File: src/rtl/mips_pkg.sv
// Shared types and constants for the MIPS instruction fetch stage.
//   fetch_state_t : request sequencer states of instr_fetch_unit
//   NOP           : instruction word presented when nothing is buffered
//   word_tag()    : word-address tag (bits [31:2]) of a byte address
package mips_pkg;

  typedef enum logic [1:0] {
    S_IDLE  = 2'd0,
    S_REQ   = 2'd1,
    S_WAIT  = 2'd2,
    S_DRAIN = 2'd3
  } fetch_state_t;

  localparam logic [31:0] NOP = 32'h0;

  function automatic logic [29:0] word_tag(input logic [31:0] addr);
    return addr[31:2];
  endfunction

endpackage

File: src/rtl/instr_fifo.sv
// Prefetch FIFO: synchronous push/pop, single-cycle flush, occupancy count
// and first-word-fall-through head output.
//   clk, reset : clock, asynchronous active-low reset
//   push, din  : write din at the tail (dropped when full unless popping too)
//   pop        : remove the head entry (ignored when empty)
//   flush      : discard all entries; wins over push and pop
//   head       : current head entry (undefined contents when empty)
//   count      : number of stored entries, 0..DEPTH
//   empty/full : occupancy flags
module instr_fifo #(
  parameter int DEPTH = 4,
  parameter int W     = 62
) (
  input  logic                     clk,
  input  logic                     reset,
  input  logic                     push,
  input  logic                     pop,
  input  logic                     flush,
  input  logic [W-1:0]             din,
  output logic [W-1:0]             head,
  output logic [$clog2(DEPTH):0]   count,
  output logic                     empty,
  output logic                     full
);

  localparam int AW = $clog2(DEPTH);
  localparam int CW = AW + 1;

  logic [W-1:0]  mem [DEPTH];
  logic [AW-1:0] rd_ptr;
  logic [AW-1:0] wr_ptr;
  logic          do_push;
  logic          do_pop;

  assign empty   = (count == '0);
  assign full    = (count == CW'(DEPTH));
  // Push into a full FIFO is legal only when the head leaves the same cycle.
  assign do_push = push && (!full || pop);
  assign do_pop  = pop && !empty;
  assign head    = mem[rd_ptr];

  // Storage carries no reset; validity is tracked by count alone.
  always_ff @(posedge clk) begin
    if (do_push && !flush) begin
      mem[wr_ptr] <= din;
    end
  end

  // Pointers wrap naturally because DEPTH is a power of two.
  always_ff @(posedge clk or negedge reset) begin
    if (!reset) begin
      rd_ptr <= '0;
      wr_ptr <= '0;
      count  <= '0;
    end else if (flush) begin
      rd_ptr <= '0;
      wr_ptr <= '0;
      count  <= '0;
    end else begin
      if (do_push) wr_ptr <= wr_ptr + 1'b1;
      if (do_pop)  rd_ptr <= rd_ptr + 1'b1;
      case ({do_push, do_pop})
        2'b10:   count <= count + 1'b1;
        2'b01:   count <= count - 1'b1;
        default: count <= count;
      endcase
    end
  end

endmodule

File: src/rtl/instr_fetch_unit.sv
// Instruction fetch stage between a single-cycle MIPS core and a
// variable-latency instruction memory. Sequential words are prefetched into
// a tagged FIFO; the head is presented as instr when its tag matches the
// core PC. A PC that differs from the expected next address (taken branch or
// jump) flushes the FIFO and restarts fetching at the new PC.
//   clk, reset   : clock, asynchronous active-low reset
//   pc, pc_en    : core PC (bits [1:0] ignored) and execute strobe
//   instr        : instruction for pc (NOP when FIFO empty)
//   instr_valid  : FIFO head tag matches pc[31:2]
//   imem_req/addr/gnt        : request handshake. imem_req stays high with a
//                  stable imem_addr until the cycle imem_req & imem_gnt,
//                  which is the acceptance cycle; imem_req is never withdrawn.
//   imem_rvalid/imem_rdata   : one read response per accepted request
//   state        : sequencer state, for observation
module instr_fetch_unit
  import mips_pkg::*;
#(
  parameter int          DEPTH    = 4,
  parameter logic [31:0] RESET_PC = 32'h0
) (
  input  logic         clk,
  input  logic         reset,
  input  logic [31:0]  pc,
  input  logic         pc_en,
  output logic [31:0]  instr,
  output logic         instr_valid,
  output logic         imem_req,
  output logic [31:0]  imem_addr,
  input  logic         imem_gnt,
  input  logic         imem_rvalid,
  input  logic [31:0]  imem_rdata,
  output fetch_state_t state
);

  localparam int CW = $clog2(DEPTH) + 1;

  fetch_state_t  state_q, state_d;
  logic [31:0]   fetch_addr, fetch_addr_d;
  logic [31:0]   imem_addr_d;
  logic          drain_pend, drain_pend_d;

  logic [61:0]   head;
  logic [CW-1:0] count;
  logic          empty;
  logic          full;
  logic [29:0]   head_tag;
  logic [29:0]   expected_tag;
  logic [31:0]   pc_word;
  logic [31:0]   next_addr;
  logic          redirect;
  logic          push;
  logic          pop;
  logic          room_after_push;
  logic          unused_pc_bits;

  assign unused_pc_bits = ^pc[1:0];
  assign pc_word        = {pc[31:2], 2'b00};
  assign next_addr      = fetch_addr + 32'd4;   // wraps FFFF_FFFC -> 0
  assign head_tag       = head[61:32];

  // When the FIFO is empty the next word the core should ask for is the one
  // being fetched (or about to be), so fetch_addr stands in for the head tag.
  assign expected_tag = empty ? word_tag(fetch_addr) : head_tag;
  assign redirect     = (word_tag(pc) != expected_tag);

  assign instr_valid = !empty && (head_tag == word_tag(pc));
  assign instr       = empty ? NOP : head[31:0];
  assign pop         = pc_en && instr_valid;
  // A response that coincides with a redirect belongs to the old stream.
  assign push        = (state_q == S_WAIT) && imem_rvalid && !redirect;
  // Count is below DEPTH whenever a response is pushed (a request is only
  // issued with room, and only pops happen meanwhile).
  assign room_after_push = pop || (count < CW'(DEPTH - 1));

  assign imem_req = (state_q == S_REQ);
  assign state    = state_q;

  instr_fifo #(.DEPTH(DEPTH), .W(62)) u_fifo (
    .clk   (clk),
    .reset (reset),
    .push  (push),
    .pop   (pop),
    .flush (redirect),
    .din   ({word_tag(fetch_addr), imem_rdata}),
    .head  (head),
    .count (count),
    .empty (empty),
    .full  (full)
  );

  always_comb begin
    state_d      = state_q;
    fetch_addr_d = fetch_addr;
    imem_addr_d  = imem_addr;
    drain_pend_d = drain_pend;
    case (state_q)
      S_IDLE: begin
        if (redirect) begin
          fetch_addr_d = pc_word;
          imem_addr_d  = pc_word;
          state_d      = S_REQ;
        end else if (!full) begin
          imem_addr_d = fetch_addr;
          state_d     = S_REQ;
        end
      end
      S_REQ: begin
        // The outstanding request keeps its old address; remember that its
        // data must be thrown away once it returns.
        if (redirect) begin
          fetch_addr_d = pc_word;
          drain_pend_d = 1'b1;
        end
        if (imem_gnt) begin
          state_d      = (redirect || drain_pend) ? S_DRAIN : S_WAIT;
          drain_pend_d = 1'b0;
        end
      end
      S_WAIT: begin
        if (redirect) begin
          fetch_addr_d = pc_word;
          if (imem_rvalid) begin
            // Stale response already consumed here: go straight to the new PC.
            imem_addr_d = pc_word;
            state_d     = S_REQ;
          end else begin
            state_d = S_DRAIN;
          end
        end else if (imem_rvalid) begin
          fetch_addr_d = next_addr;
          if (room_after_push) begin
            imem_addr_d = next_addr;
            state_d     = S_REQ;
          end else begin
            state_d = S_IDLE;
          end
        end
      end
      S_DRAIN: begin
        if (redirect) fetch_addr_d = pc_word;
        if (imem_rvalid) begin
          imem_addr_d = redirect ? pc_word : fetch_addr;
          state_d     = S_REQ;
        end
      end
      default: state_d = S_IDLE;
    endcase
  end

  always_ff @(posedge clk or negedge reset) begin
    if (!reset) begin
      state_q    <= S_IDLE;
      fetch_addr <= RESET_PC;
      imem_addr  <= RESET_PC;
      drain_pend <= 1'b0;
    end else begin
      state_q    <= state_d;
      fetch_addr <= fetch_addr_d;
      imem_addr  <= imem_addr_d;
      drain_pend <= drain_pend_d;
    end
  end

endmodule

File: config.mk
export PLATFORM = sky130hd
export DESIGN_NAME = instr_fetch_unit
export DESIGN_NICKNAME = d
export VERILOG_FILES = /design/src/rtl/mips_pkg.sv /design/src/rtl/instr_fifo.sv /design/src/rtl/instr_fetch_unit.sv
export SDC_FILE = /design/constraint.sdc
export NUM_CORES = 1
export LEC_CHECK = 0
export CELL_PAD_IN_SITES_DETAIL_PLACEMENT = 1
export CELL_PAD_IN_SITES_GLOBAL_PLACEMENT = 1
export CORE_MARGIN = 3
export CORE_UTILIZATION = 45
export DETAILED_ROUTE_END_ITERATION = 6
export HOLD_SLACK_MARGIN = 0.05
export PLACE_DENSITY_LB_ADDON = 0.05
export SLEW_MARGIN = 30
export SYNTH_ARGS = -nofsm -noshare
export SYNTH_HDL_FRONTEND = slang
export SYNTH_SLANG_ARGS = --single-unit
File: constraint.sdc
create_clock -name clk -period 11.8 [get_ports clk]
set_clock_uncertainty 0.2 [all_clocks]
set_input_delay 2.36 -clock clk [delete_from_list [all_inputs] [get_ports clk]]
set_output_delay 2.36 -clock clk [all_outputs]
set_load 0.01 [all_outputs]
# After elaboration in Yosys (flattened, before gate mapping)
# Memory sizes are Yosys's and may differ from the RTL's.
# Index checks and enable logic that the tools add are counted.
[word_totals] ff_bits=74 wordCells=86 ramBits=248 output_inout_bits=68 n_memories=1 input_bits=69
[memory_table] name="u_fifo.mem" depth=4 width=62 read_ports=1 rd_ports_with_merged_regs=0 write_ports=1 line="instr_fifo.sv:29" rtl="logic [W-1:0] mem [DEPTH];"
[op_classes] eq_ne=14 n_addsub=5 n_lt_le_gt_ge=1 n_mux=34 n_reduce_logical=24
[ops] operator="32-bit 2-to-1 mux" count=11
[ops] operator="32-bit one-hot mux with 3 select lines" count=1
[ops] operator="32-bit one-hot mux with 2 select lines" count=1
[ops] operator="32-bit by 3-bit adder with 32-bit output, second input constant" count=1
[ops] operator="30-bit equality test" count=1
[ops] operator="30-bit 2-to-1 mux" count=1
[ops] operator="30-bit != test" count=1
[ops] operator="2-bit 2-to-1 mux" count=11
[ops] operator="3-bit != test, second input constant" count=3
[ops] operator="2-bit one-hot mux with 4 select lines" count=1
[ops] operator="1-bit logical AND" count=7
[ops] operator="2-bit equality test, second input constant" count=3
[ops] operator="1-bit 2-to-1 mux" count=6
[ops] operator="3-bit one-hot mux with 2 select lines" count=1
[ops] operator="2-bit nonzero test" count=3
[ops] operator="3-bit nonzero test" count=2
[ops] operator="5-bit AND reduction" count=1
[ops] operator="2-bit by 1-bit adder with 2-bit output, second input constant" count=2
[ops] operator="2-bit by 1-bit equality test with 1-bit output, second input constant" count=2
[ops] operator="2-bit != test, second input constant" count=2
[ops] operator="4-bit AND reduction" count=1
[ops] operator="3-bit by 1-bit adder with 3-bit output, second input constant" count=1
[ops] operator="3-bit equality test, second input constant" count=1
[ops] operator="1-bit logical NOT" count=3
[ops] operator="9 further kinds" count=11

# Depth between registers and ports, before layout
# Gate-level depths: netlist of run 1.
[logic_depth] word_depth=9 ltp_mapped=14 mapped_depth_nobuf=11

# By module
# A second synthesis of run 1 with hierarchy kept.
[hier_totals] hier_cells=895 area_unflattened_um2=14497.7
[modules_own_cells] mod="instr_fifo" n_inst=1 area_each_um2=9635.5 seq_area_each_um2=7622.3 cells_per_inst=389
[modules_own_cells] mod="instr_fetch_unit" n_inst=1 area_each_um2=4862.2 seq_area_each_um2=1676.6 cells_per_inst=506

# Least setup slack after synthesis of run 1
# Ideal clock, no wire load.
[synth_timing] path_type="input -> register" start="input pc[13]" end="memory u_fifo.mem[0][0], enable pin" slack_ps=5504 path_stages=8 setup_time_ps=426 arrival_time_ps=5670 required_ps=11174 n_path_buf=1 path_cell_list="a22o_1 a2111oi_0 o221ai_1 nor4_2 o211ai_1 buf_4 a211oi_2 and2_1"
[synth_between] elab_chain_cells=8 word_cells_on_any_way=11 cone_classes="eq/ne: 2; mux: 2; reduce/logical: 7"
[synth_lines] element="start, declared" line="instr_fetch_unit.sv:23" rtl="input logic [31:0] pc,"
[synth_lines] element="30-bit equality test" line="instr_fetch_unit.sv:66" rtl="assign instr_valid = !empty && (head_tag == word_tag(pc));"
[synth_lines] element="1-bit logical AND" line="instr_fetch_unit.sv:66"
[synth_lines] element="1-bit logical AND" line="instr_fetch_unit.sv:68" rtl="assign pop = pc_en && instr_valid;"
[synth_lines] element="1-bit logical OR" line="instr_fifo.sv:38" rtl="assign do_push = push && (!full || pop);"
[synth_lines] element="1-bit logical AND" line="instr_fifo.sv:38"
[synth_lines] element="1-bit logical AND (*)" line="instr_fifo.sv:44" rtl="if (do_push && !flush) begin"
[synth_lines] element="1-bit 2-to-1 mux (*)" line="instr_fifo.sv:44"
[synth_lines] element="1-bit 2-to-1 mux (implied by the code) (*)" line="instr_fifo.sv:45" rtl="mem[wr_ptr] <= din;"
[synth_lines] element="end, declared" line="instr_fifo.sv:29"
# Mark *: on every way between the ends. The rest lies on a longest branch, timed or not.

# Final worst setup path of run 1
[layout_timing] start="input pc[3]" end="output instr_valid"
[layout_between] elab_chain_cells=2
[layout_lines] element="30-bit equality test" line="instr_fetch_unit.sv:66"
[layout_lines] element="1-bit logical AND" line="instr_fetch_unit.sv:66"
[layout_lines] element="end, declared" line="instr_fetch_unit.sv:26" rtl="output logic instr_valid,"
# No other way between the ends.

==> results of run 1 <==
-- kinds of logic (layout without fill, tap and decap cells) --
kind of cell	after synthesis	count (layout)	synth area share
AO/OA/AOI/OAI	74	74	0.0322
XOR/XNOR	105	105	0.0650
adder cells (fa/ha/maj)	11	11	0.0103
buffers and inverters	56	227	0.0194
flip-flops	322	322	0.657
multiplexers	129	129	0.150
AND/OR/NAND/NOR	178	178	0.0658
-- metal layers --
layer	vias to the layer above	track usage	wire [um]
met4	0	0.0488	608
met5	-	0	0
met1	4075	0.269	14500
met2	159	0.353	17100
met3	43	0.0309	1380
li1	3585	-	-
-- Yosys cell counts (4+ instances only) --
library cell | count | area (um^2)
xor2_1 | 46 | 403
and3_1 | 7 | 43.8
buf_2 | 8 | 40.0
dfrtp_1 | 74 | 1850
mux2_4 | 30 | 450
a21oi_1 | 8 | 40.0
buf_1 | 6 | 22.5
nor4_1 | 5 | 31.3
nor2_1 | 25 | 93.8
clkbuf_1 | 21 | 78.8
nor3_1 | 11 | 55.1
inv_1 | 11 | 41.3
and4_1 | 5 | 43.8
and2_1 | 6 | 37.5
mux2_2 | 21 | 236
nor2b_1 | 32 | 200
nand3_1 | 16 | 80.1
buf_4 | 4 | 30.0
mux4_2 | 52 | 1170
edfxtp_1 | 248 | 7450
nand2_1 | 52 | 195
mux2i_1 | 25 | 250
o21ai_0 | 44 | 220
buf_6 | 5 | 56.3
ha_1 | 10 | 125
xnor2_1 | 59 | 517
nand4_1 | 11 | 68.8
-- per-stage QoR --
| step | power, mW | instances |
|---|---|---|
| final | 2.91 | 1442 |
| after global routing | 3.02 | 1442 |
| after CTS | 2.94 | 1442 |
| after detailed placement | 1.81 | 1374 |
| after global placement | 1.81 | 1373 |
| after floorplan | 1.61 | 875 |
-- how the worst max path moves through the flow --
stage                     cells past startpoint                    endpoint
after detailed placement                      7                 instr_valid
after CTS                                     7                 instr_valid
after floorplan                               8  u_fifo.mem[0][0]$_DFFE_PP_
final                                         7                 instr_valid
after global routing                          7                 instr_valid
after global placement                        7                 instr_valid
-- state kept, by name, summed over array words and instances, names as in the netlist --
signal         cells
u_fifo.mem       248
fetch_addr        32
imem_addr         32
u_fifo.count       3
state              2
u_fifo.rd_ptr      2
u_fifo.wr_ptr      2
drain_pend         1
-- layout make-up --
cell class | instances | area [um^2] | share of cell area
clock buffers | 52 | 1020 | 0.0600
clock inverters | 16 | 163 | 0.00952
inverters | 12 | 46.3 | 0.00271
multi-input cells | 497 | 4590 | 0.269
flip-flops and latches | 322 | 9310 | 0.545
well taps | 396 | 495 | 0.0290
repair buffers | 147 | 1460 | 0.0855
-- critical path: stages --
cell	delay [ns]
clkdlybuf4s50_1	0.60
a22o_1	0.29
a2111oi_0	0.39
o221ai_1	0.20
nor4_2	0.56
and4_1	0.35
clkdlybuf4s50_1	0.56
-- power groups by stage --
stage / combinational [mW] / clock [mW] / sequential (mW)
4_1_cts: 0.456 / 1.15 / 1.34
5_1_grt: 0.482 / 1.19 / 1.35
6_report: 0.448 / 1.12 / 1.34
3_5_place_dp: 0.452 / 0 / 1.36
2_1_floorplan: 0.236 / 0 / 1.37
3_3_place_gp: 0.449 / 0 / 1.36
==> results.sh, run 1 <==
export IMPL_ys_ff_latch=322
export IMPL_vias=7862
export IMPL_htreeDepth=2
export IMPL_fp_dieW_um=183
export IMPL_ios=137
export IMPL_timing_rr_start="u_fifo.rd_ptr[1]$_DFFE_PN0P_"
export IMPL_timing_setup_tns_ns=0
export IMPL_cp_start_kind="input pin"
export IMPL_syn_area_per_cell_um2=16.2
export IMPL_slew_violations=0
export IMPL_end_kind="output pin"
export IMPL_hold_class="reg -> reg"
export IMPL_setup_ws_ns=3.91
export IMPL_rrSetupSlack_ns=5.93
export IMPL_p_leak_nw=5.79
export IMPL_fill_cells=2857
export IMPL_min_period_over_period=0.668
export IMPL_synthCells=875
export IMPL_wire_per_inst_um=23.3
export IMPL_cts_tree="done"
export IMPL_cts_buffer_depth=3
export IMPL_grt_overflow_total=0
export IMPL_yosys_warnings=0
export IMPL_setup_viol=0
export IMPL_layout_drive_gt1_share=0.180
export IMPL_vias_per_cell=5.45
export IMPL_grt_pass1_wl_um=51700
export IMPL_nets=1097
export IMPL_start_util=0.460
export IMPL_route_detailed_drc=0
export IMPL_status="finished clean"
export IMPL_die_y_um=183
export IMPL_power_frac_seq=0.461
export IMPL_switchingPower_mw=0.679
export IMPL_worstPathRequired_ns=9.24
export IMPL_area_growth_pct=20.8
export IMPL_die_area_um2=33600
export IMPL_ir_drop_mv=0.125
export IMPL_rsz0062_at_grt="no"
export IMPL_startpoint="pc[3]"
export IMPL_dp_hpwl_um=21300
export IMPL_cts_setup_buffers=0
export IMPL_track_usage=0.202
export IMPL_synthesis_nets=955
export IMPL_post_route_min_period_ns=7.89
export IMPL_layout_commonest_cell="edfxtp_1"
export IMPL_grt_pass1_vias=8624
export IMPL_grt_max_degree=84
export IMPL_worst_slew_pin_slew_ns=0.884
export IMPL_crit_arrival_ns=5.33
export IMPL_netSwitchingFraction=0.234
export IMPL_antenna_found_initial=0
export IMPL_cts_repair_resize_count=0
export IMPL_cts_buffers=37
export IMPL_power_internal_mw=2.23
export IMPL_comb_power_share=0.154
export IMPL_worstReg2RegEnd="u_fifo.mem[0][14]$_DFFE_PP_"
export IMPL_cts_hold_buf=0
export IMPL_antenna_left=0
export IMPL_clkSinkCount=322
export IMPL_critPathKind="in -> out"
export IMPL_root_buffer="clkbuf_16"
export IMPL_async_flop_share=0.230
export IMPL_max_cap_violations=0
export IMPL_whs_path_depth=1
export IMPL_diodes=0
export IMPL_clkPwrFrac=0.385
export IMPL_ys_flop_type="edfxtp_1"
export IMPL_synth_edff_count=248
export IMPL_worst_path_max_fanout=6
export IMPL_place_gp_congestion=0.749
export IMPL_place_area_um2=15900
export IMPL_place_ws_ns=4.00
export IMPL_max_slew_margin=0.411
export IMPL_whs_endpoint="fetch_addr[0]$_DFFE_PN0N_"
export IMPL_totalWireLength_um=33600
export IMPL_dr_pass1_iters=4
export IMPL_core_area_um2=30700
export IMPL_worstHoldStart="fetch_addr[0]$_DFFE_PN0N_"
export IMPL_clk_pin_slew_ns=0.06
export IMPL_final_core_util=0.556
export IMPL_drtIter0Drc=490
export IMPL_num_rows=64
export IMPL_fmax_mhz=127
export IMPL_layout_common_cells="edfxtp_1 (248), clkdlybuf4s50_1 (133), dfrtp_1 (72)"
export IMPL_synth_seq_area_share=0.657
export IMPL_finalHoldViolations=0
export IMPL_synth_distinct_cells=52
export IMPL_worstSkewPairLatency_ns=0.52
export IMPL_power_density_nw_per_um2=170
export IMPL_reg2reg_depth=10
export IMPL_io_buffers=134
export IMPL_netlist_area_um2=14100
export IMPL_whs_ns=0.287
export IMPL_design_area_um2=17100
(Power assumes the default switching activity.)
==> inputs of run 2 (changes only) <==
- clock period: 11.8 -> 7.3 ns (I/O delays scaled with it)
==> run 2 against run 1 <==
Cell count shrank 0.21%; largest cell class unchanged; sequential share of layout area grew 0.11 points; cell area shrank 0.20%; first-iteration DRC count shrank 13%; flip-flop and latch count is the same; critical endpoint unchanged.
==> results.sh, run 2 (same netlist as run 1, synthesis figures left out) <==
export IMPL_status="finished clean"
export IMPL_grt_pass1_vias=8563
export IMPL_route_detailed_drc=0
export IMPL_wire_per_inst_um=23.1
export IMPL_htreeDepth=2
export IMPL_grt_overflow_total=0
export IMPL_max_cap_violations=0
export IMPL_final_core_util=0.554
export IMPL_startpoint="pc[3]"
export IMPL_vias_per_cell=5.46
export IMPL_clk_pin_slew_ns=0.06
export IMPL_clkSinkCount=322
export IMPL_end_kind="output pin"
export IMPL_fp_dieW_um=183
export IMPL_worst_slew_pin_slew_ns=0.933
export IMPL_ir_drop_mv=0.172
export IMPL_max_slew_margin=0.378
export IMPL_power_density_nw_per_um2=268
export IMPL_reg2reg_depth=10
export IMPL_layout_drive_gt1_share=0.177
export IMPL_vias=7858
export IMPL_reg_top3="u_fifo.mem x248, fetch_addr x32, imem_addr x32"
export IMPL_finalHoldViolations=0
export IMPL_drtIter0Drc=426
export IMPL_dp_hpwl_um=21000
export IMPL_num_rows=64
export IMPL_worstReg2RegEnd="u_fifo.mem[0][3]$_DFFE_PP_"
export IMPL_whs_path_depth=1
export IMPL_largest_register="u_fifo.mem"
export IMPL_start_util=0.460
export IMPL_crit_arrival_ns=4.33
export IMPL_cts_buffer_depth=3
export IMPL_io_buffers=134
export IMPL_area_growth_pct=20.5
export IMPL_hold_class="reg -> reg"
export IMPL_core_area_um2=30700
export IMPL_p_leak_nw=5.78
export IMPL_nets=1100
export IMPL_whs_endpoint="fetch_addr[0]$_DFFE_PN0N_"
export IMPL_cts_hold_buf=0
export IMPL_fmax_mhz=167
export IMPL_worstHoldStart="fetch_addr[0]$_DFFE_PN0N_"
export IMPL_track_usage=0.202
export IMPL_rrSetupSlack_ns=2.08
export IMPL_setup_viol=0
export IMPL_grt_max_degree=76
export IMPL_diodes=0
export IMPL_die_area_um2=33600
export IMPL_post_route_min_period_ns=5.99
export IMPL_antenna_found_initial=0
export IMPL_totalWireLength_um=33300
export IMPL_timing_rr_start="u_fifo.rd_ptr[0]$_DFFE_PN0P_"
export IMPL_worstSkewPairLatency_ns=0.51
export IMPL_ios=137
export IMPL_worstPathRequired_ns=5.64
export IMPL_root_buffer="clkbuf_16"
export IMPL_total_power_mw=4.57
export IMPL_whs_ns=0.291
export IMPL_dr_pass1_iters=4
export IMPL_largest_reg_flops=248
export IMPL_place_gp_congestion=0.757
export IMPL_die_y_um=183
export IMPL_slew_violations=0
export IMPL_cts_tree="done"
export IMPL_layout_commonest_cell="edfxtp_1"
export IMPL_critPathKind="in -> out"
export IMPL_timing_setup_tns_ns=0
export IMPL_antenna_left=0
export IMPL_cp_start_kind="input pin"
export IMPL_worst_path_max_fanout=6
export IMPL_fill_cells=2893
export IMPL_grt_pass1_wl_um=51600
export IMPL_layout_common_cells="edfxtp_1 (248), clkdlybuf4s50_1 (133), dfrtp_1 (72)"
export IMPL_cts_repair_resize_count=0
export IMPL_rsz0062_at_grt="no"
export IMPL_min_period_over_period=0.820
export IMPL_cts_buffers=36
export IMPL_cts_setup_buffers=0
run 2: cell types whose count changed in the layout (fill, tap and decap cells not counted):
cell	previous run	this run
bufinv_16	3	1
clkbuf_16	39	37
clkinvlp_4	2	0
buf_6	1	0
inv_6	2	0
buf_12	0	4
clkbuf_1	13	11
buf_4	12	13
clkbuf_8	0	3
clkinv_2	6	4
clkinv_1	4	6
run 2: layout make-up:
| class | instances | area [um^2] | area share |
|---|---|---|---|
| inverter | 12 | 46.3 | 0.00272 |
| tap | 396 | 495 | 0.0291 |
| clock inverter | 10 | 67.6 | 0.00396 |
| sequential | 322 | 9310 | 0.546 |
| multi-input combinational | 497 | 4590 | 0.269 |
| timing repair buffer | 151 | 1540 | 0.0901 |
| clock buffer | 51 | 1010 | 0.0592 |
run 2: stage by stage:
stage	instance area [um^2]	instances	setup slack [ns]
floorplan	14100	875	1.90
global placement	15900	1377	1.34
detailed placement	15900	1377	1.27
CTS	17000	1438	1.27
global route	17000	1439	1.08
finish	17000	1439	1.31
run 2: worst max path at each step:
stage | cells after the start | end
6_report | 7 | instr_valid
5_1_grt | 7 | instr_valid
4_1_cts | 7 | instr_valid
3_5_place_dp | 7 | instr_valid
3_3_place_gp | 7 | instr_valid
2_1_floorplan | 8 | u_fifo.mem[0][0]$_DFFE_PP_
run 2: report_power, final:
part	internal (mW)	leakage, nW	switching [mW]
combinational	0.435	2.14	0.298
sequential	2.08	3.11	0.0868
clock	0.990	0.526	0.682
total	3.51	5.78	1.07
run 2: metal layers:
layer,share of wire,global-route usage,vias to the layer above,wire [um]
li1,-,-,3585,-
met1,0.43,0.273,4054,14500
met2,0.50,0.348,183,16800
met3,0.042,0.0290,36,1410
met4,0.019,0.0503,0,627
met5,0,0,-,0
run 2: worst max-delay path: stages:
cell and delay, ns:
clkdlybuf4s50_1 0.58, a22o_1 0.28, a2111oi_0 0.38, o221ai_1 0.20, nor4_2 0.53, and4_1 0.34
clkdlybuf4s50_1 0.56
==> inputs of run 3 (changes only) <==
- CORE_UTILIZATION: 45 -> 44
- clock period: 7.3 -> 5.4 ns (I/O delays scaled with it)
==> run 3 against run 2 <==
Cell count up 1.9%; non-clock buffer count up 17; wire length up 3.2%; cell area up 1.8%; clock power up 42%; worst setup slack worse by 0.89 ns; register-to-register slack worse by 1.2 ns; first-iteration DRC count down 5.4%; combinational power up 38%; largest cell class unchanged.
==> results.sh, run 3 (same netlist as run 1, synthesis figures left out) <==
export IMPL_status="finished clean"
export IMPL_post_route_min_period_ns=4.98
export IMPL_htreeDepth=2
export IMPL_drtIter0Drc=403
export IMPL_fmax_mhz=201
export IMPL_io_buffers=134
export IMPL_place_area_um2=16200
export IMPL_total_power_mw=6.31
export IMPL_layout_common_cells="edfxtp_1 (248), clkdlybuf4s50_1 (133), dfrtp_1 (72)"
export IMPL_worstPathCellList="clkdlybuf4s50_1 -> nor2_1 -> a2111oi_0 -> o221ai_1 -> nor4_2 -> buf_4 -> and4_1 -> clkdlybuf4s50_1"
export IMPL_largest_reg_flops=248
export IMPL_ios=137
export IMPL_worst_slew_pin_slew_ns=0.685
export IMPL_antenna_found_initial=0
export IMPL_reg2reg_depth=12
export IMPL_antenna_left=0
export IMPL_num_rows=65
export IMPL_wl_met2_um=17200
export IMPL_vias=7881
export IMPL_track_usage=0.204
export IMPL_finalHoldViolations=0
export IMPL_wl_met3_um=1670
export IMPL_worst_path_max_fanout=5
export IMPL_dr_pass1_iters=5
export IMPL_ir_drop_mv=0.303
export IMPL_dp_hpwl_um=22600
export IMPL_area_growth_pct=22.7
export IMPL_path_depth=8
export IMPL_root_buffer="clkbuf_16"
export IMPL_clkSinkCount=322
export IMPL_critPathMostFrequentCell="clkdlybuf4s50_1"
export IMPL_min_period_over_period=0.922
export IMPL_fill_cells=2960
export IMPL_layout_drive_gt1_share=0.199
export IMPL_top_layer="met4"
export IMPL_crit_arrival_ns=3.70
export IMPL_grt_overflow_total=0
export IMPL_crit_slowest_cell="clkdlybuf4s50_1"
export IMPL_cts_setup_buffers=0
export IMPL_worstPathRequired_ns=4.12
export IMPL_cp_start_kind="input pin"
export IMPL_end_kind="output pin"
export IMPL_route_detailed_drc=0
export IMPL_design_area_um2=17400
export IMPL_cts_buffers=36
export IMPL_max_slew_margin=0.543
export IMPL_start_util=0.447
export IMPL_cts_tree="done"
export IMPL_reg_top3="u_fifo.mem x248, fetch_addr x32, imem_addr x32"
export IMPL_crit_family="buffers and inverters"
export IMPL_core_area_um2=31600
export IMPL_p_leak_nw=5.92
export IMPL_power_density_nw_per_um2=364
export IMPL_diodes=0
export IMPL_slew_violations=0
export IMPL_layout_commonest_cell="edfxtp_1"
export IMPL_totalWireLength_um=34300
export IMPL_wire_per_inst_um=23.4
export IMPL_nets=1117
export IMPL_crit_path_max_incr_delay_ns=0.62
export IMPL_die_y_um=185
export IMPL_fp_dieW_um=185
export IMPL_vias_per_cell=5.37
export IMPL_die_area_um2=34300
export IMPL_timing_setup_tns_ns=0
export IMPL_critPathKind="in -> out"
export IMPL_grt_pass1_wl_um=52300
export IMPL_setup_viol=0
export IMPL_grt_pass1_vias=8510
export IMPL_hold_class="reg -> reg"
export IMPL_wl_met1_um=15000
export IMPL_grt_max_degree=76
export IMPL_whs_path_depth=1
export IMPL_largest_register="u_fifo.mem"
export IMPL_cts_buffer_depth=3
export IMPL_path_buf_inv=3
export IMPL_cts_hold_buf=0
export IMPL_cts_repair_resize_count=0
export IMPL_worstSkewPairLatency_ns=0.52
export IMPL_rsz0062_at_grt="no"
export IMPL_clk_pin_slew_ns=0.06
export IMPL_place_gp_congestion=0.796
export IMPL_max_cap_violations=0
==> run 3: metal layers <==
layer,vias up,track usage
met1,4020,0.275
li1,3638,-
met3,43,0.0338
met2,180,0.352
met4,0,0.0423
met5,-,0
==> run 3: power breakdown <==
group          total, mW  internal, mW  leakage [nW]  switching, mW
combinational       1.01         0.599          2.25          0.413
clock               2.37          1.40         0.560          0.970
sequential          2.93          2.81          3.11          0.115
total               6.31          4.81          5.92           1.50
==> run 3: worst register-to-register path, delay by kind of cell (launching register included) <==
family                 cells  cell delay, ns
buffers and inverters      5            1.47
AO/OA/AOI/OAI              4            1.43
AND/OR/NAND/NOR            2            0.21
flip-flops                 1            0.72
multiplexers               1            0.34
==> run 3: worst paths after layout <==
path	from	endpoint	slack, ns
setup / recovery	pc[21]	instr_valid	0.42
min in group asynchronous	reset	imem_addr[22]$_DFFE_PN0P_	0.40
max in group asynchronous	reset	imem_addr[10]$_DFFE_PN0P_	3.70
hold / removal	fetch_addr[0]$_DFFE_PN0N_	fetch_addr[0]$_DFFE_PN0N_	0.29
hold reg to reg	fetch_addr[0]$_DFFE_PN0N_	fetch_addr[0]$_DFFE_PN0N_	0.29
setup reg to reg	u_fifo.rd_ptr[0]$_DFFE_PN0P_	imem_addr[18]$_DFFE_PN0P_	0.92
==> run 3: final cells by class <==
type                       count  area [um^2]  area share
sequential                   322         9310       0.536
timing repair buffer         168         1760       0.102
multi-input combinational    497         4580       0.264
inverter                      12         46.3     0.00267
clock buffer                  53         1050      0.0603
clock inverter                13          104     0.00599
tap                          402          503      0.0290
==> run 3: stage by stage <==
step | setup WS, ns | utilization | hold slack, ns | std cells
after floorplan | 0.384 | - | 0.250 | 875
after global placement | 0.409 | 0.511 | 0.268 | 1400
after detailed placement | 0.435 | 0.511 | 0.272 | 1400
after CTS | 0.210 | 0.548 | 0.286 | 1466
after global routing | 0.139 | 0.548 | 0.303 | 1467
final | 0.421 | 0.548 | 0.287 | 1467
